## config.mk

```make
export PLATFORM = sky130hd
export DESIGN_NAME = div_share_arbiter
export DESIGN_NICKNAME = d
export VERILOG_FILES = /design/src/rtl/div_share_arbiter.sv
export SDC_FILE = /design/constraint.sdc
export NUM_CORES = 1
export LEC_CHECK = 0
export CORE_ASPECT_RATIO = 0.8
export CORE_MARGIN = 8
export CORE_UTILIZATION = 41
export DETAILED_ROUTE_END_ITERATION = 8
export PLACE_DENSITY_LB_ADDON = 0.05
export SYNTH_ARGS = -nofsm -noshare
export SYNTH_HDL_FRONTEND = slang
export SYNTH_SLANG_ARGS = --single-unit
```

## constraint.sdc

```tcl
create_clock -name clk -period 4.3 [get_ports clk]
set_clock_uncertainty 0.15 [all_clocks]
set_input_delay 1.29 -clock clk [delete_from_list [all_inputs] [get_ports clk]]
set_output_delay 1.29 -clock clk [all_outputs]
set_load 0.01 [all_outputs]
```

## src/rtl/div_share_arbiter.sv

```systemverilog
// -----------------------------------------------------------------------------
// div_share_arbiter
//
// Round-robin arbiter and sequencer that shares one multi-cycle 8-bit unsigned
// divider among NREQ requesters. One request is in flight at a time. A zero
// divisor is answered directly with an error and the divider is not used. A
// divider that never reports completion is abandoned after TIMEOUT cycles.
//
// Ports
//   clk          system clock, rising edge
//   rst          asynchronous active-high reset
//   req_valid_i  per-requester request pending (held until granted)
//   req_a_i      dividends, requester i at [8i+7:8i]
//   req_b_i      divisors, same packing
//   req_ready_o  one-hot grant, combinational, nonzero only while idle
//   rsp_valid_o  one-hot single-cycle response pulse to the owner (registered)
//   rsp_data_o   quotient, or 8'hFF on error
//   rsp_err_o    1 = divide-by-zero or divider timeout
//   busy_o       registered, 1 whenever a request is being handled
//   div_start_o  single-cycle start pulse to the divider
//   div_a_o      dividend to the divider, held from start until done
//   div_b_o      divisor to the divider, held from start until done
//   div_res_i    divider quotient, sampled when div_done_i is high
//   div_done_i   divider completion pulse (only observed while waiting)
// -----------------------------------------------------------------------------
module div_share_arbiter #(
    parameter int NREQ    = 4,
    parameter int TIMEOUT = 32
) (
    input  logic              clk,
    input  logic              rst,
    input  logic [NREQ-1:0]   req_valid_i,
    input  logic [8*NREQ-1:0] req_a_i,
    input  logic [8*NREQ-1:0] req_b_i,
    output logic [NREQ-1:0]   req_ready_o,
    output logic [NREQ-1:0]   rsp_valid_o,
    output logic [7:0]        rsp_data_o,
    output logic              rsp_err_o,
    output logic              busy_o,
    output logic              div_start_o,
    output logic [7:0]        div_a_o,
    output logic [7:0]        div_b_o,
    input  logic [7:0]        div_res_i,
    input  logic              div_done_i
);

    localparam int IDX_W = (NREQ > 1) ? $clog2(NREQ) : 1;
    localparam int CNT_W = (TIMEOUT > 1) ? $clog2(TIMEOUT) : 1;
    localparam logic [NREQ-1:0]  ONE_HOT0 = {{(NREQ-1){1'b0}}, 1'b1};
    localparam logic [CNT_W-1:0] CNT_LAST = CNT_W'(TIMEOUT - 1);
    localparam logic [IDX_W-1:0] IDX_LAST = IDX_W'(NREQ - 1);

    typedef enum logic [1:0] {
        ST_IDLE  = 2'd0,
        ST_ISSUE = 2'd1,
        ST_WAIT  = 2'd2,
        ST_RESP  = 2'd3
    } state_t;

    state_t            state_q, state_d;
    logic [IDX_W-1:0]  rr_q, rr_d;
    logic [IDX_W-1:0]  owner_q, owner_d;
    logic [CNT_W-1:0]  cnt_q, cnt_d;
    logic [NREQ-1:0]   rsp_valid_q, rsp_valid_d;
    logic [7:0]        rsp_data_q, rsp_data_d;
    logic              rsp_err_q, rsp_err_d;
    logic              busy_q, busy_d;
    logic              div_start_q, div_start_d;
    logic [7:0]        div_a_q, div_a_d;
    logic [7:0]        div_b_q, div_b_d;

    logic [7:0]        a_arr_s [NREQ];
    logic [7:0]        b_arr_s [NREQ];
    logic              win_found_s;
    logic [IDX_W-1:0]  win_idx_s;
    logic [IDX_W:0]    sum_s;
    logic [IDX_W-1:0]  cand_s;

    for (genvar g = 0; g < NREQ; g++) begin : g_unpack
        assign a_arr_s[g] = req_a_i[8*g +: 8];
        assign b_arr_s[g] = req_b_i[8*g +: 8];
    end

    // Round-robin winner search: first pending requester at or after rr_q, wrapping.
    always_comb begin
        win_found_s = 1'b0;
        win_idx_s   = '0;
        sum_s       = '0;
        cand_s      = '0;
        for (int k = 0; k < NREQ; k++) begin
            // rr_q + k never reaches 2*NREQ, so one conditional subtract is a full modulo.
            sum_s = {1'b0, rr_q} + (IDX_W+1)'(k);
            if (sum_s >= (IDX_W+1)'(NREQ)) begin
                sum_s = sum_s - (IDX_W+1)'(NREQ);
            end else begin
                sum_s = sum_s;
            end
            cand_s = sum_s[IDX_W-1:0];
            if (!win_found_s && req_valid_i[cand_s]) begin
                win_found_s = 1'b1;
                win_idx_s   = cand_s;
            end else begin
                win_found_s = win_found_s;
            end
        end
    end

    // Grant is combinational and only offered while idle.
    always_comb begin
        if ((state_q == ST_IDLE) && win_found_s) begin
            req_ready_o = ONE_HOT0 << win_idx_s;
        end else begin
            req_ready_o = '0;
        end
    end

    // Next-state and next-output logic of the sequencer.
    always_comb begin
        state_d    = state_q;
        rr_d       = rr_q;
        owner_d    = owner_q;
        cnt_d      = cnt_q;
        rsp_data_d = rsp_data_q;
        rsp_err_d  = rsp_err_q;
        div_a_d    = div_a_q;
        div_b_d    = div_b_q;
        case (state_q)
            ST_IDLE: begin
                if (win_found_s) begin
                    owner_d = win_idx_s;
                    div_a_d = a_arr_s[win_idx_s];
                    div_b_d = b_arr_s[win_idx_s];
                    if (b_arr_s[win_idx_s] == 8'h00) begin
                        // Zero divisor never reaches the divider.
                        rsp_data_d = 8'hFF;
                        rsp_err_d  = 1'b1;
                        state_d    = ST_RESP;
                    end else begin
                        state_d = ST_ISSUE;
                    end
                end else begin
                    state_d = ST_IDLE;
                end
            end
            ST_ISSUE: begin
                cnt_d   = '0;
                state_d = ST_WAIT;
            end
            ST_WAIT: begin
                // Completion is checked before the limit so a simultaneous done wins.
                if (div_done_i) begin
                    rsp_data_d = div_res_i;
                    rsp_err_d  = 1'b0;
                    state_d    = ST_RESP;
                end else if (cnt_q == CNT_LAST) begin
                    rsp_data_d = 8'hFF;
                    rsp_err_d  = 1'b1;
                    state_d    = ST_RESP;
                end else begin
                    cnt_d = cnt_q + CNT_W'(1);
                end
            end
            ST_RESP: begin
                if (owner_q == IDX_LAST) begin
                    rr_d = '0;
                end else begin
                    rr_d = owner_q + IDX_W'(1);
                end
                state_d = ST_IDLE;
            end
            default: begin
                state_d = ST_IDLE;
            end
        endcase
        // Registered outputs are derived from the state being entered so they
        // line up exactly with that state's cycle.
        rsp_valid_d = (state_d == ST_RESP) ? (ONE_HOT0 << owner_d) : '0;
        busy_d      = (state_d != ST_IDLE);
        div_start_d = (state_d == ST_ISSUE);
    end

    // State and output registers.
    always_ff @(posedge clk or posedge rst) begin
        if (rst) begin
            state_q     <= ST_IDLE;
            rr_q        <= '0;
            owner_q     <= '0;
            cnt_q       <= '0;
            rsp_valid_q <= '0;
            rsp_data_q  <= 8'h00;
            rsp_err_q   <= 1'b0;
            busy_q      <= 1'b0;
            div_start_q <= 1'b0;
            div_a_q     <= 8'h00;
            div_b_q     <= 8'h00;
        end else begin
            state_q     <= state_d;
            rr_q        <= rr_d;
            owner_q     <= owner_d;
            cnt_q       <= cnt_d;
            rsp_valid_q <= rsp_valid_d;
            rsp_data_q  <= rsp_data_d;
            rsp_err_q   <= rsp_err_d;
            busy_q      <= busy_d;
            div_start_q <= div_start_d;
            div_a_q     <= div_a_d;
            div_b_q     <= div_b_d;
        end
    end

    assign rsp_valid_o = rsp_valid_q;
    assign rsp_data_o  = rsp_data_q;
    assign rsp_err_o   = rsp_err_q;
    assign busy_o      = busy_q;
    assign div_start_o = div_start_q;
    assign div_a_o     = div_a_q;
    assign div_b_o     = div_b_q;

endmodule

```

Word-level counts from Yosys, hierarchy flattened
Cells that the tools add are included.

$add $sub $neg: 9. $lt $le $gt $ge: 9. Eq/ne operators: 12. Shift operators: 2. Multiplexer cells: 49. Bitwise operators: 1. Reduce and logical (&&, ||, !) cells: 15.

Operator list (count): 8-bit two-way mux (8); 8-bit binary-select mux with 2-bit select (2); 2-bit two-way mux (15); 8-bit one-hot mux with 2 select lines (1); 3-bit greater-or-equal comparator (second input constant) (4); 2-bit by 3-bit less-than comparator with 1-bit output (second input constant) (4); 1-bit two-way mux (12); 5-bit two-way mux (2); 5-bit one-hot mux with 2 select lines (1); 1-bit binary-select mux with 2-bit select (4); 2-bit == test (second input constant) (4); 8-bit logical NOT (1); 4-bit two-way mux (2); 2-bit one-hot mux with 4 select lines (1); 1-bit by 2-bit << shifter with 4-bit output (first input constant) (2); 2-bit by 1-bit subtractor with 2-bit output (second input constant) (4); 2-bit by 2-bit adder with 3-bit output (second input constant) (2); 2-bit inequality test (second input constant) (3); 2-bit nonzero test (3); 5-bit by 1-bit adder with 5-bit output (second input constant) (1); 5-bit == test (second input constant) (1); 2-bit by 1-bit == test with 1-bit output (second input constant) (2); 1-bit logical AND (4); 4-bit AND reduction (1); 11 further kinds (13).

Bits in registers: 42. Bits of input ports: 79. Output and inout port bits: 35. Logic and storage cells: 108.

Longest topological paths before layout
Gate-level depths: netlist of the first run.

Depth after elaboration: 24. Mapped depth: 11. Depth with buffers taken out: 8.

Least setup slack after synthesis of the first run
No wires, ideal clock.

Path kind: in2out. Start point: in req_valid_i[1]. End point: out req_ready_o[2]. Data arrival time: 2.621 ns. Setup slack: 0.239 ns. Cell stages on the path: 5. Cell sequence: or4_1 nand2_1 clkbuf_1 clkbuf_1 nor3b_1.

Longest elaborated chain between the ends: 14. Elaborated cells between the ends (all ways): 25. Those cells by class: shift: 1; mux: 17; reduce/logical: 7.

Ends and longest elaborated chain: from (decl) (line 32) `input logic [NREQ-1:0] req_valid_i,`; 1-bit binary-select mux with 2-bit select (line 99) `if (!win_found_s && req_valid_i[cand_s]) begin`; 1-bit two-way mux (not written as such) (line 99); 1-bit two-way mux (line 99); 1-bit logical NOT (line 99); 1-bit logical AND (line 99); 1-bit two-way mux (line 99); 1-bit logical NOT (line 99); 1-bit logical AND (line 99); 1-bit two-way mux (line 99); 1-bit logical NOT (line 99); 1-bit logical AND (line 99); 2-bit two-way mux or 1-bit two-way mux (tied branches) (line 99); 1-bit by 2-bit << shifter with 4-bit output or 1-bit logical AND (tied branches) (line 111, 110); 4-bit two-way mux * (line 110) `if ((state_q == ST_IDLE) && win_found_s) begin`; to (decl) (line 35) `output logic [NREQ-1:0] req_ready_o,`.

Mark *: on every way between the ends. The rest lies on a longest branch, timed or not. The select of a mux whose other input is x is not followed.

Worst setup path in the final report of the first run
Start point: in req_valid_i[1]. End point: out req_ready_o[3].

The elaborated chain is that of the path after synthesis.

==> results.md, run 1 <==
| Quantity | Value | Unit |
| --- | --- | --- |
| Result of the run | finished, final reports clean | - |
| Final routed wirelength across all metal layers | 7290 | um |
| Global routing usage summed across all routing layers | 17.3 | % |
| Tightest Pin Transition | 0.865 | ns |
| Number of fill cells in the layout | 502 | - |
| Worst hold path class | register to register | - |
| Clock tree from TritonCTS | done | - |
| Leakage power | 1.64 | nW |
| Ratio of total power to cell area | 608 | nW/um^2 |
| Source of the worst register-to-register timing path | rr_q[1] | - |
| Most frequent standard cell in the layout excluding fill and tap cells | sky130_fd_sc_hd__clkdlybuf4s50_1 | - |
| Count of antenna diodes in the layout | 0 | - |
| Max frequency | 0.236 | GHz |
| Buffer depth of the longest clock path | 2 | - |
| Average footprint of a synthesized cell | 9.55 | um^2 |
| Area overhead of the layout relative to synthesis | 56.4 | % |
| Vias after detailed routing | 2253 | - |
| Total die area | 8680 | um^2 |
| Required time worst endpoint | 2.86 | ns |
| Height of the die | 84.9 | um |
| Count of max-cap constraint violations | 0 | - |
| Global placement routability congestion | 0.746 | - |
| Initial Util | 41.9 | % |
| Cell count after synthesis | 255 | - |
| Global-route wire length before repair | 12000 | um |
| Maximum fanout count along the critical path | 2 | - |
| Number of I/O port buffers | 113 | - |
| Setup Crit Path Kind | input pin to primary output | - |
| Worst relative slew slack | 42.2 | % |
| Clock latency on the worst-skew pair | 0.30 | ns |
| Type of element launching the critical path | input pin | - |
| Fin crit period | 4.24 | ns |
| Number of nets with antenna violations after detailed routing | 0 | - |
| CP endpoint kind | primary output | - |
| Summed instance area of the synthesized netlist | 2440 | um^2 |
| Buffer cell driving the clock tree root | sky130_fd_sc_hd__clkbuf_8 | - |
| Source of the critical timing path | req_valid_i[1] | - |
| Post-cts hold buffer count | 0 | - |
| H-tree levels | 2 | - |
| Worst-case register-to-register setup slack | 1.71 | ns |
| Total area of sequential cells | 1050 | um^2 |
| Initial antenna violation count | 0 | - |
| Tot Pwr | 2.32 | mW |
| Post-synthesis sequential element count | 42 | - |
| Final slew viol count | 0 | - |
| Overflow left after global routing | 0 | - |
| Num Clock Sinks | 42 | - |
| Fraction of final layout cells sized beyond drive strength 1 | 16.6 | % |
| Post-CTS clock slew at the launch and capture registers of the worst setup and hold paths | 0.07 | ns |
| Most frequent cells in the layout | sky130_fd_sc_hd__clkdlybuf4s50_1 (106), sky130_fd_sc_hd__dfrtp_1 (42), sky130_fd_sc_hd__nand2_1 (32) | - |
| Row cnt | 25 | - |
| Routed wire length per instance | 16.0 | um |
| Floorplan die width | 102 | um |
| Final Net Count | 455 | - |
| Number of global-route vias before repair | 2330 | - |
| Worst supply voltage drop on vdd | 360 | uV |
| Capturing point of the worst reg2reg path | rsp_valid_o[0] | - |
| Floorplan core area | 5820 | um^2 |
| Largest net degree at the start of global routing | 43 | - |
| Boundary pin count | 114 | - |
| CTS buffer count | 5 | - |
| WHS | 0.331 | ns |
| Number of distinct standard cells referenced by the synthesized netlist | 35 | - |
| Multi-input logic area | 1290 | um^2 |
| Number of warnings issued by yosys | 0 | - |
| Setup slack at placement | -0.332 | ns |
| Count of endpoints failing hold in the final timing report | 0 | - |
| Cells on worst reg2reg path | 9 | - |
| RSZ-0062 raised after global routing | no | - |
| Net count after synthesis | 337 | - |
| Detailed placement HPWL | 5680 | um |
| DRT iter0 DRCs | 46 | - |
| Post-route clock period utilization | 98.7 | % |
| Detailed-routing iteration count for the pre-antenna-repair pass | 4 | - |
| DRC viols | 0 | - |
| Final count of negative-setup-slack endpoints | 0 | - |
| Least setup slack across all paths after layout | 0.0567 | ns |
| Portion of the post-synthesis area used by sequential elements | 43.1 | % |
| Endpoint arrival time on the critical path | 2.80 | ns |
| Crit path capture | req_ready_o[3] | - |
| Via-per-instance ratio | 4.95 | - |
[layout make-up]
| cell class | instances | area share (%) |
|---|---|---|
| Timing Repair Buffer | 127 | 32.2 |
| Clock inverter | 2 | 0.985 |
| Tap cell | 81 | 2.66 |
| Inverter | 7 | 0.690 |
| Sequential cell | 42 | 27.6 |
| Multi-Input combinational cell | 190 | 34.0 |
| Clock buffer | 6 | 1.90 |
[what timing repair did]
item                                    4_1_cts  5_1_grt
hold endpoints to repair                      0        0
setup buffers                                 1        0
resized for setup                            14        3
pin swaps                                     2        1
endpoints found under the setup margin        4        2
[cell families after synthesis]
kind of cell    synth area share [%]
fa+ha+maj                       1.54
compound gates                  17.8
buf+inv                         4.62
simple gates                    14.3
mux                             18.6
flops                           43.1
[synth_stat cells (all sizes together)]
cell | n | area, um^2
nor3 | 5 | 25.0
inv | 7 | 26.3
nor3b | 1 | 7.51
or3 | 1 | 6.26
a21o | 1 | 7.51
o2bb2a | 1 | 20.0
dfrtp | 42 | 1050
nand2b | 2 | 12.5
and4 | 2 | 22.5
nand3b | 1 | 7.51
nand2 | 34 | 135
buf | 6 | 48.8
o211ai | 1 | 7.51
or4 | 1 | 7.51
nor2 | 16 | 62.6
and2 | 1 | 6.26
mux2 | 18 | 203
mux2i | 25 | 250
clkbuf | 10 | 37.5
o22ai | 9 | 56.3
a21oi | 24 | 161
nand3 | 5 | 25.0
ha | 3 | 37.5
a2bb2oi | 1 | 8.76
a211oi | 1 | 7.51
nor2b | 1 | 6.26
and3 | 3 | 18.8
nand4 | 1 | 6.26
o21ai | 32 | 164
[critical path, stage by stage]
cell and delay (ns):
sky130_fd_sc_hd__clkdlybuf4s50_1 0.42, sky130_fd_sc_hd__or4_4 0.45, sky130_fd_sc_hd__nand2_4 0.09, sky130_fd_sc_hd__nor3_2 0.05
sky130_fd_sc_hd__buf_4 0.14, sky130_fd_sc_hd__and2_1 0.14, sky130_fd_sc_hd__clkdlybuf4s15_2 0.22
[per-layer routing]
layer / wire length (um) / global-route usage (%) / up-vias / share of wire, %
met1: 3130 / 20.8 / 1036 / 43
met4: 158 / 6.25 / 0 / 2.2
met3: 486 / 5.40 / 13 / 6.7
met5: 0 / 0 / - / 0
li1: - / - / 1139 / -
met2: 3510 / 28.3 / 65 / 48
[power by group]
group	switching, mW	internal [mW]	total (mW)	leakage (nW)
Clock	0.137	0.173	0.311	0.0514
Combinational	0.628	0.671	1.30	1.07
Sequential	0.128	0.579	0.708	0.518
[sequential cells by signal, summed over array words and instances, names as in the netlist]
register     cells
owner_q          2
state_q          2
rr_q             2
div_start_o      1
div_b_o          8
rsp_valid_o      4
rsp_err_o        1
busy_o           1
rsp_data_o       8
div_a_o          8
cnt_q            5
[metrics by stage]
| stage | utilization (%) | instances | cell area [um^2] | setup TNS, ns |
|---|---|---|---|---|
| floorplan | - | 255 | 2440 | 0 |
| global placement | 63.2 | 446 | 3680 | -0.928 |
| detailed placement | 63.2 | 446 | 3680 | -1.22 |
| CTS | 65.5 | 455 | 3810 | 0 |
| global route | 65.5 | 455 | 3810 | 0 |
| finish | 65.5 | 455 | 3810 | 0 |
[worst min-delay path by stage]
stage / start / cells after the start / slack, ns / endpoint
after floorplan: cnt_q[4] / 2 / 0.33 / cnt_q[4]
after global placement: div_a_o[5] / 2 / 0.32 / div_a_o[5]
after detailed placement: div_b_o[7] / 2 / 0.32 / div_b_o[7]
after CTS: div_b_o[7] / 2 / 0.34 / div_b_o[7]
after global routing: div_a_o[7] / 2 / 0.35 / div_a_o[7]
final: div_a_o[0] / 2 / 0.33 / div_a_o[0]
Power figures use the tool's default switching activity.
==> run 2, diff against run 1 <==
--- a/config.mk
+++ b/config.mk
@@ -7,7 +7,7 @@
 export LEC_CHECK = 0
 export CORE_ASPECT_RATIO = 0.8
 export CORE_MARGIN = 8
-export CORE_UTILIZATION = 41
+export CORE_UTILIZATION = 39
 export DETAILED_ROUTE_END_ITERATION = 8
 export PLACE_DENSITY_LB_ADDON = 0.05
 export SYNTH_ARGS = -nofsm -noshare
==> run 2 against run 1 <==
Sequential cell count unchanged. Critical endpoint unchanged. Sequential share of layout area about the same. Register-to-register slack worse by 0.02 ns. Critical path type unchanged. Cell area is essentially flat. Largest cell class unchanged.
==> results.md, run 2 (synthesis results as in run 1) <==
| Quantity | Value | Unit | Change |
| --- | --- | --- | --- |
| Result of the run | finished, final reports clean | - |  |
| Maximum fanout count along the critical path | 3 | - | +1 |
| Longest individual stage delay on the worst path | 0.51 | ns | +0.06 ns |
| Initial Util | 40.8 | % | -1.1 points |
| Endpoint arrival time on the critical path | 2.80 | ns | about the same |
| CP endpoint kind | primary output | - |  |
| DRT iter0 DRCs | 54 | - | +17% |
| Detailed placement HPWL | 5520 | um | -2.7% |
| Count of max-cap constraint violations | 0 | - | unchanged |
| Global routing usage summed across all routing layers | 15.6 | % | -1.8 points |
| Floorplan die width | 104 | um | +2.1% |
| Vias after detailed routing | 2246 | - | -0.31% |
| Count of endpoints failing hold in the final timing report | 0 | - | unchanged |
| Leakage power | 1.65 | nW | +0.48% |
| CTS buffer count | 5 | - | unchanged |
| Post-route clock period utilization | 98.5 | % | -0.16 points |
| Via-per-instance ratio | 4.93 | - | -0.53% |
| Setup Crit Path Kind | input pin to primary output | - |  |
| DRC viols | 0 | - | unchanged |
| Boundary pin count | 114 | - | unchanged |
| Post-cts hold buffer count | 0 | - | unchanged |
| Setup Total Neg Slack | 0 | ns | unchanged |
| Final slew viol count | 0 | - | unchanged |
| Required time worst endpoint | 2.86 | ns | about the same |
| Detailed-routing iteration count for the pre-antenna-repair pass | 4 | - | unchanged |
| Overflow left after global routing | 0 | - | unchanged |
| Buffer depth of the longest clock path | 2 | - | unchanged |
| Critical-path cell list | clkdlybuf4s50_1 > or4_4 > nand2_4 > nor3_2 > and2_1 > dlygate4sd2_1 | - |  |
| Num Clock Sinks | 42 | - | unchanged |
| Largest net degree at the start of global routing | 43 | - | unchanged |
| Number of nets with antenna violations after detailed routing | 0 | - | unchanged |
| Height of the die | 86.7 | um | +2.1% |
| Type of element launching the critical path | input pin | - |  |
| Final std cells w/o fill | 456 | - | +0.22% |
| Global-route wire length before repair | 11600 | um | -2.9% |
| Top sig layer | met4 | - |  |
| Clock tree from TritonCTS | done | - |  |
| Kind of cell adding the most delay to the critical path | simple AND/OR/NAND/NOR gates | - |  |
| H-tree levels | 2 | - | unchanged |
| Instance area at placement | 3690 | um^2 | +0.41% |
| Final routed wirelength across all metal layers | 6960 | um | -4.5% |
| Row cnt | 25 | - | unchanged |
| Clock latency on the worst-skew pair | 0.29 | ns | about the same |
| Final Net Count | 456 | - | +0.22% |
| Buffer cell driving the clock tree root | sky130_fd_sc_hd__clkbuf_8 | - |  |
| Worst supply voltage drop on vdd | 303 | uV | -16% |
| Count of antenna diodes in the layout | 0 | - | unchanged |
| Number of global-route vias before repair | 2285 | - | -1.9% |
| Fin crit period | 4.24 | ns | -0.00671 ns |
| Most frequent cells in the layout | sky130_fd_sc_hd__clkdlybuf4s50_1 (107), sky130_fd_sc_hd__dfrtp_1 (42), sky130_fd_sc_hd__nand2_1 (32) | - |  |
| Worst hold path class | register to register | - |  |
| Fraction of final layout cells sized beyond drive strength 1 | 16.3 | % | -0.31 points |
| CP max-delay cell | sky130_fd_sc_hd__or4_4 | - |  |
| Final count of negative-setup-slack endpoints | 0 | - | unchanged |
| Post-CTS Setup Inserts | 0 | - | -1 |
| Number of I/O port buffers | 113 | - | unchanged |
| Worst relative slew slack | 42.6 | % | +0.38 points |
| Post-CTS clock slew at the launch and capture registers of the worst setup and hold paths | 0.07 | ns | about the same |
| Number of cells in the design after placement | 448 | - | +0.45% |
| Most frequent standard cell in the layout excluding fill and tap cells | sky130_fd_sc_hd__clkdlybuf4s50_1 | - |  |
| Initial antenna violation count | 0 | - | unchanged |
| Max frequency | 0.236 | GHz | +0.16% |
| Tightest Pin Transition | 0.860 | ns | -0.00563 ns |
| Met2 wire len | 3280 | um | -6.8% |
| Wire length on met1 | 3260 | um | +4.1% |
| Global placement routability congestion | 0.732 | - | -1.8% |
| Bufs and invs on worst path | 2 | - | -1 |
| Ratio of total power to cell area | 603 | nW/um^2 | -0.79% |
| Total die area | 9050 | um^2 | +4.2% |
| Final instance area | 3810 | um^2 | about the same |
| Floorplan core area | 5970 | um^2 | +2.7% |
| Area overhead of the layout relative to synthesis | 56.5 | % | about the same |
| Routed wire length per instance | 15.3 | um | -4.7% |
| Sum of met3 wire segment lengths after detailed routing | 372 | um | -23% |
[run 2: where the power goes]
part / switching (mW) / internal [mW] / total, mW / leakage, nW
clock network: 0.128 / 0.174 / 0.302 / 0.0524
logic: 0.618 / 0.673 / 1.29 / 1.08
registers: 0.128 / 0.580 / 0.707 / 0.518
[run 2: area by class of cell]
| cell class | instances | area (um^2) |
|---|---|---|
| Clock buffer | 7 | 76.3 |
| Clock inverter | 1 | 30.0 |
| Fill cell | 523 | 2160 |
| Inverter | 7 | 26.3 |
| Multi-Input combinational cell | 190 | 1290 |
| Sequential cell | 42 | 1050 |
| Tap cell | 81 | 101 |
| Timing Repair Buffer | 128 | 1230 |
[run 2: path summary, 6_finish.rpt]
check                          startpoint             end  slack [ns]  cells after the start
hold / removal                 div_a_o[2]      div_a_o[2]        0.33                      2
max in group asynchronous             rst      div_a_o[2]        2.12                      2
min in group asynchronous             rst  rsp_valid_o[3]        1.34                      2
hold reg to reg                div_a_o[2]      div_a_o[2]        0.33                      2
setup reg to reg                  rr_q[1]  rsp_valid_o[3]        1.69                      9
setup / recovery           req_valid_i[1]  req_ready_o[3]        0.06                      6
[run 2: tightest hold or removal path, stage by stage, from the launching register on]
cell,delay (ns)
sky130_fd_sc_hd__dfrtp_1,0.34
sky130_fd_sc_hd__nand2_1,0.04
sky130_fd_sc_hd__o21ai_0,0.06
[run 2: what timing repair did]
item                       in CTS  in global routing
resized for setup              10                  4
setup endpoints to repair       4                  3
pin swaps                       2                  0
[run 2: per-stage QoR]
| stage | setup WS (ns) | hold WS, ns | utilization (%) | total power [mW] |
|---|---|---|---|---|
| floorplan | 0.239 | 0.328 | - | 1.44 |
| global placement | -0.301 | 0.313 | 61.8 | 2.00 |
| detailed placement | -0.317 | 0.324 | 61.8 | 2.02 |
| CTS | 0.0169 | 0.341 | 63.8 | 2.33 |
| global route | -0.0382 | 0.369 | 63.8 | 2.49 |
| finish | 0.0634 | 0.333 | 63.8 | 2.30 |
[run 2: routing by layer]
layer / GRT usage, % / up-vias
li1: - / 1140
met1: 19.4 / 1043
met2: 26.1 / 57
met3: 4.60 / 6
met4: 3.54 / 0
met5: 0 / -
==> run 3, diff against run 2 <==
--- a/config.mk
+++ b/config.mk
@@ -9,6 +9,7 @@
 export CORE_MARGIN = 8
 export CORE_UTILIZATION = 39
 export DETAILED_ROUTE_END_ITERATION = 8
+export MAX_ROUTING_LAYER = met4
 export PLACE_DENSITY_LB_ADDON = 0.05
 export SYNTH_ARGS = -nofsm -noshare
 export SYNTH_HDL_FRONTEND = slang
==> run 3 against run 2 <==
Non-clock buffer count did not move. Cell area did not move. Global-route usage rose by 0.43 points. First-iteration DRC count fell by 24%. Hold slack got worse by 0.00090 ns. Largest power group unchanged. Worst setup slack barely moved. Core utilization did not move. Fmax barely moved. Combinational power barely moved. Register-to-register slack barely moved. Sequential share of layout area did not move. Sequential cell count did not move.
==> results.md, run 3 (synthesis results as in run 1) <==
| Quantity | Value | Unit | Change |
| --- | --- | --- | --- |
| Number of cells in the design after placement | 448 | - | unchanged |
| Overflow left after global routing | 0 | - | unchanged |
| Tightest Pin Transition | 0.858 | ns | -0.00160 ns |
| Post-cts hold buffer count | 0 | - | unchanged |
| Critical-path cell list | clkdlybuf4s50_1 > or4_4 > nand2_4 > nor3_2 > and2_1 > dlygate4sd2_1 | - |  |
| Final count of negative-setup-slack endpoints | 0 | - | unchanged |
| Buffer cell driving the clock tree root | sky130_fd_sc_hd__clkbuf_8 | - |  |
| Detailed placement HPWL | 5520 | um | unchanged |
| Longest individual stage delay on the worst path | 0.48 | ns | -0.03 ns |
| Total die area | 9050 | um^2 | unchanged |
| Bufs and invs on worst path | 2 | - | unchanged |
| Least setup slack across all paths after layout | 0.0631 | ns | -0.000261 ns |
| Multi-input logic area | 1290 | um^2 | unchanged |
| Detailed-routing iteration count for the pre-antenna-repair pass | 4 | - | unchanged |
| Count of max-cap constraint violations | 0 | - | unchanged |
| Final instance area | 3810 | um^2 | unchanged |
| Kind of cell adding the most delay to the critical path | buffers and inverters | - |  |
| Tot Pwr | 2.30 | mW | about the same |
| Endpoint arrival time on the critical path | 2.80 | ns | about the same |
| Floorplan die width | 104 | um | unchanged |
| Row cnt | 25 | - | unchanged |
| Result of the run | finished, final reports clean | - |  |
| Fin crit period | 4.24 | ns | +0.000261 ns |
| Global-route wire length before repair | 11600 | um | -0.18% |
| Post-route clock period utilization | 98.5 | % | about the same |
| Final Net Count | 456 | - | unchanged |
| CP max-delay cell | sky130_fd_sc_hd__clkdlybuf4s50_1 | - |  |
| Number of I/O port buffers | 113 | - | unchanged |
| Final routed wirelength across all metal layers | 6970 | um | +0.16% |
| Vias after detailed routing | 2252 | - | +0.27% |
| CTS buffer count | 5 | - | unchanged |
| Number of global-route vias before repair | 2295 | - | +0.44% |
| Instance area at placement | 3690 | um^2 | unchanged |
| WHS | 0.332 | ns | -0.000897 ns |
| Ratio of total power to cell area | 604 | nW/um^2 | about the same |
| Final slew viol count | 0 | - | unchanged |
| Num Clock Sinks | 42 | - | unchanged |
| Count of antenna diodes in the layout | 0 | - | unchanged |
| Buffer depth of the longest clock path | 2 | - | unchanged |
| Type of element launching the critical path | input pin | - |  |
| Global placement routability congestion | 0.741 | - | +1.2% |
| Clock latency on the worst-skew pair | 0.29 | ns | about the same |
| Floorplan core area | 5970 | um^2 | unchanged |
| Number of fill cells in the layout | 523 | - | unchanged |
| Height of the die | 86.7 | um | unchanged |
| H-tree levels | 2 | - | unchanged |
| Final std cells w/o fill | 456 | - | unchanged |
| Number of nets with antenna violations after detailed routing | 0 | - | unchanged |
| Setup slack at placement | -0.317 | ns | unchanged |
| Most frequent cells in the layout | sky130_fd_sc_hd__clkdlybuf4s50_1 (107), sky130_fd_sc_hd__dfrtp_1 (42), sky130_fd_sc_hd__nand2_1 (32) | - |  |
| Largest net degree at the start of global routing | 43 | - | unchanged |
| DRT iter0 DRCs | 41 | - | -24% |
| Area overhead of the layout relative to synthesis | 56.5 | % | unchanged |
| Required time worst endpoint | 2.86 | ns | about the same |
| Global routing usage summed across all routing layers | 16.0 | % | +0.43 points |
| Total area of sequential cells | 1050 | um^2 | unchanged |
| Initial antenna violation count | 0 | - | unchanged |
| Maximum fanout count along the critical path | 4 | - | +1 |
| Count of endpoints failing hold in the final timing report | 0 | - | unchanged |
| Initial Util | 40.8 | % | unchanged |
| Worst relative slew slack | 42.7 | % | +0.11 points |
| Via-per-instance ratio | 4.94 | - | +0.27% |
| Setup Crit Path Kind | input pin to primary output | - |  |
| Routed wire length per instance | 15.3 | um | +0.16% |
| Post-CTS clock slew at the launch and capture registers of the worst setup and hold paths | 0.07 | ns | about the same |
| Worst hold path class | register to register | - |  |
| Worst supply voltage drop on vdd | 303 | uV | about the same |
| Boundary pin count | 114 | - | unchanged |
| Most frequent standard cell in the layout excluding fill and tap cells | sky130_fd_sc_hd__clkdlybuf4s50_1 | - |  |
| Fraction of final layout cells sized beyond drive strength 1 | 16.3 | % | unchanged |
| Clock tree from TritonCTS | done | - |  |
| Max frequency | 0.236 | GHz | about the same |
| DRC viols | 0 | - | unchanged |
| CP endpoint kind | primary output | - |  |
| Leakage power | 1.65 | nW | unchanged |
| Post-CTS Setup Inserts | 0 | - | unchanged |
run 3: cell counts in the layout (fill, tap and decap cells not counted):
No cell type changed its count.
run 3: final timing paths:
kind,start,end,slack [ns],depth (start not counted)
min in group asynchronous,rst,rsp_valid_o[3],1.34,2
worst max register to register,rr_q[1],rsp_valid_o[3],1.69,9
worst min-delay path,div_a_o[2],div_a_o[2],0.33,2
worst max-delay path,req_valid_i[2],req_ready_o[3],0.06,6
max in group asynchronous,rst,div_a_o[5],2.12,2
worst min register to register,div_a_o[2],div_a_o[2],0.33,2
run 3: tightest hold or removal path, cell delays in order (launching register included):
cell and delay [ns]:
sky130_fd_sc_hd__dfrtp_1 0.34, sky130_fd_sc_hd__nand2_1 0.04, sky130_fd_sc_hd__o21ai_0 0.06
run 3: power by group:
group | total, mW | switching, mW | internal (mW)
Sequential | 0.707 | 0.127 | 0.580
Clock | 0.302 | 0.129 | 0.174
Combinational | 1.29 | 0.619 | 0.673
Total | 2.30 | 0.875 | 1.43
run 3: per-layer routing:
| layer | GRT usage, % | routed length (um) |
|---|---|---|
| met5 | - | 0 |
| met4 | 3.54 | 53 |
| met3 | 3.56 | 309 |
| met2 | 26.1 | 3290 |
| met1 | 20.0 | 3320 |
run 3: final cells by class:
cell class | count | share of cell area, %
clock buffers | 7 | 2.00
multi-input cells | 190 | 34.0
well taps | 81 | 2.66
inverters | 7 | 0.689
clock inverters | 1 | 0.788
flip-flops and latches | 42 | 27.6
repair buffers | 128 | 32.3
run 3: timing repair:
item / 4_1_cts / 5_1_grt
pin swaps: 2 / 0
endpoints found under the setup margin: 4 / 3
hold endpoints to repair: 0 / 0
cloned: 0 / 0
resized for setup: 10 / 4
run 3: metrics by stage:
stage	TNS [ns]	util, %
floorplan	0	-
global placement	-1.10	61.8
detailed placement	-1.17	61.8
CTS	0	63.8
global route	-0.0930	63.8
finish	0	63.8
==> RTL edit: new RTL, config.mk and constraints of run 3 <==
Encoding of `state_t`: now Gray code (2 bits for 4 states).
--- a/src/rtl/div_share_arbiter.sv
+++ b/src/rtl/div_share_arbiter.sv
@@ -53,6 +53,6 @@
     typedef enum logic [1:0] {
-        ST_IDLE  = 2'd0,
-        ST_ISSUE = 2'd1,
-        ST_WAIT  = 2'd2,
-        ST_RESP  = 2'd3
+        ST_IDLE  = 2'b00,
+        ST_ISSUE = 2'b01,
+        ST_WAIT  = 2'b11,
+        ST_RESP  = 2'b10
     } state_t;
Function: same outputs for any inputs over 10 cycles, from zero or initial values and one cycle with rst high; not proved beyond that.
==> RTL edit against run 3 <==
Wire length decreased by 2.0%. Worst setup slack improved by 0.088 ns. Register-to-register slack got worse by 0.26 ns. Power decreased by 7.9%. Largest cell class is now non-clock buffers. Critical path depth increased by 2. Sequential cell count unchanged. Final area decreased by 4.4%. Critical path type unchanged. Highest routed layer unchanged. Area after synthesis decreased by 6.3%. First-iteration DRC count increased by 4.9%.
==> RTL edit: results (changes against run 3) <==
[outcome]
status=complete, no violations  ; unchanged

[global_routing]
grt.total_usage_pct=16.27  ; was 16.03%
grt_first_pass_wirelength_mm=10.73  ; was 11.60 mm
grt_pass1_vias=2102  ; was 2,295

[worst_setup_path]
crit_path_start=req_valid_i[1]  ; was req_valid_i[2]
reg2reg_depth=10  ; was 9
cp_slowest_cell=dlygate4sd2_1  ; was clkdlybuf4s50_1
reg2reg_setup_slack_ns=1.43  ; was 1.69 ns
crit_arrival_ns=2.71  ; was 2.80 ns
cp-endpoint=req_ready_o[0]  ; was req_ready_o[3]

[synthesis]
synth-compound-area-share_pct=19.56  ; was 17.77%
ys_seq_area_share_pct=46.03  ; was 43.14%
synthTopCellsByCount=dfrtp_1 (42), mux2i_1 (24), nand2_1 (22), a211oi_1 (16), o21ai_0 (12)  ; was dfrtp_1 (42), nand2_1 (33), o21ai_0 (31), mux2i_1 (25), mux2_2 (17)
synth_area_per_cell_um2=10.52  ; was 9.553 um^2
synth_cell_type_count=34  ; was 35
synth_fa_ha_area_share_pct=1.644  ; was 1.541%
synthesis.nets=299  ; was 337
synthMuxAreaShare_pct=14.96  ; was 18.59%

[sta]
worst_pin_slew_ns=1.015  ; was 0.8581 ns
whs_ns=0.3284  ; was 0.3318 ns
max_freq_mhz=241.0  ; was 236.0 MHz

[power_and_ir_drop]
p_int_mw=1.336  ; was 1.426 mW
p_leak_nw=1.634  ; was 1.647 nW
clk-power_mw=0.313  ; was 0.302 mW
p_comb_mw=1.13  ; was 1.29 mW
p_per_area_nw_per_um2=581.0  ; was 603.6 nW/um^2
irDropWorstVdd_mv=0.2779  ; was 0.3025 mV

[placed_design]
dp_slack_ns=-0.5354  ; was -0.3166 ns
dp_hpwl_mm=5.396  ; was 5.524 mm
dp_cells=408  ; was 448
io_buffers=113  ; unchanged

[drt]
drt-total-wl_mm=6.836  ; was 6.972 mm
avgViaCountPerCell=5.067  ; was 4.939
drt-wirelength-per-cell_um=16.39  ; was 15.29 um

[clocking]
cts_resized=14  ; was 10

[final_layout]
drive_above_1_share_pct=12.20  ; was 16.27%
fin_nets=417  ; was 456

[min_path]
hold_depth=1  ; was 2

## RTL edit: cell count changes in the layout (fill, tap and decap cells not counted), sizes merged, moves of 7 or more
cell           run 3  this run
o21ai             32        12
nor2              16         8
a21o               1        11
a211oi             1        16
o22a               0         9
nand2             34        22
o22ai              9         2
mux2              18         9
a21oi             24         3
nor2b              1         9
## RTL edit: cell type report
| cell class | instances | area, um^2 |
|---|---|---|
| Timing Repair Buffer | 125 | 1210 |
| Inverter | 7 | 26.28 |
| Multi-Input combinational cell | 154 | 1145 |
| Fill cell | 517 | 2141 |
| Clock inverter | 3 | 43.79 |
| Clock buffer | 5 | 68.82 |
| Tap cell | 81 | 101.3 |
| Sequential cell | 42 | 1051 |
## RTL edit: metal layers
layer | vias up | routed length [um] | GRT usage [%]
met5 | - | 0 | -
met2 | 75 | 3071 | 24.85
met4 | 0 | 54 | 4.453
met1 | 1001 | 3253 | 21.02
li1 | 1030 | - | -
met3 | 7 | 456 | 3.636
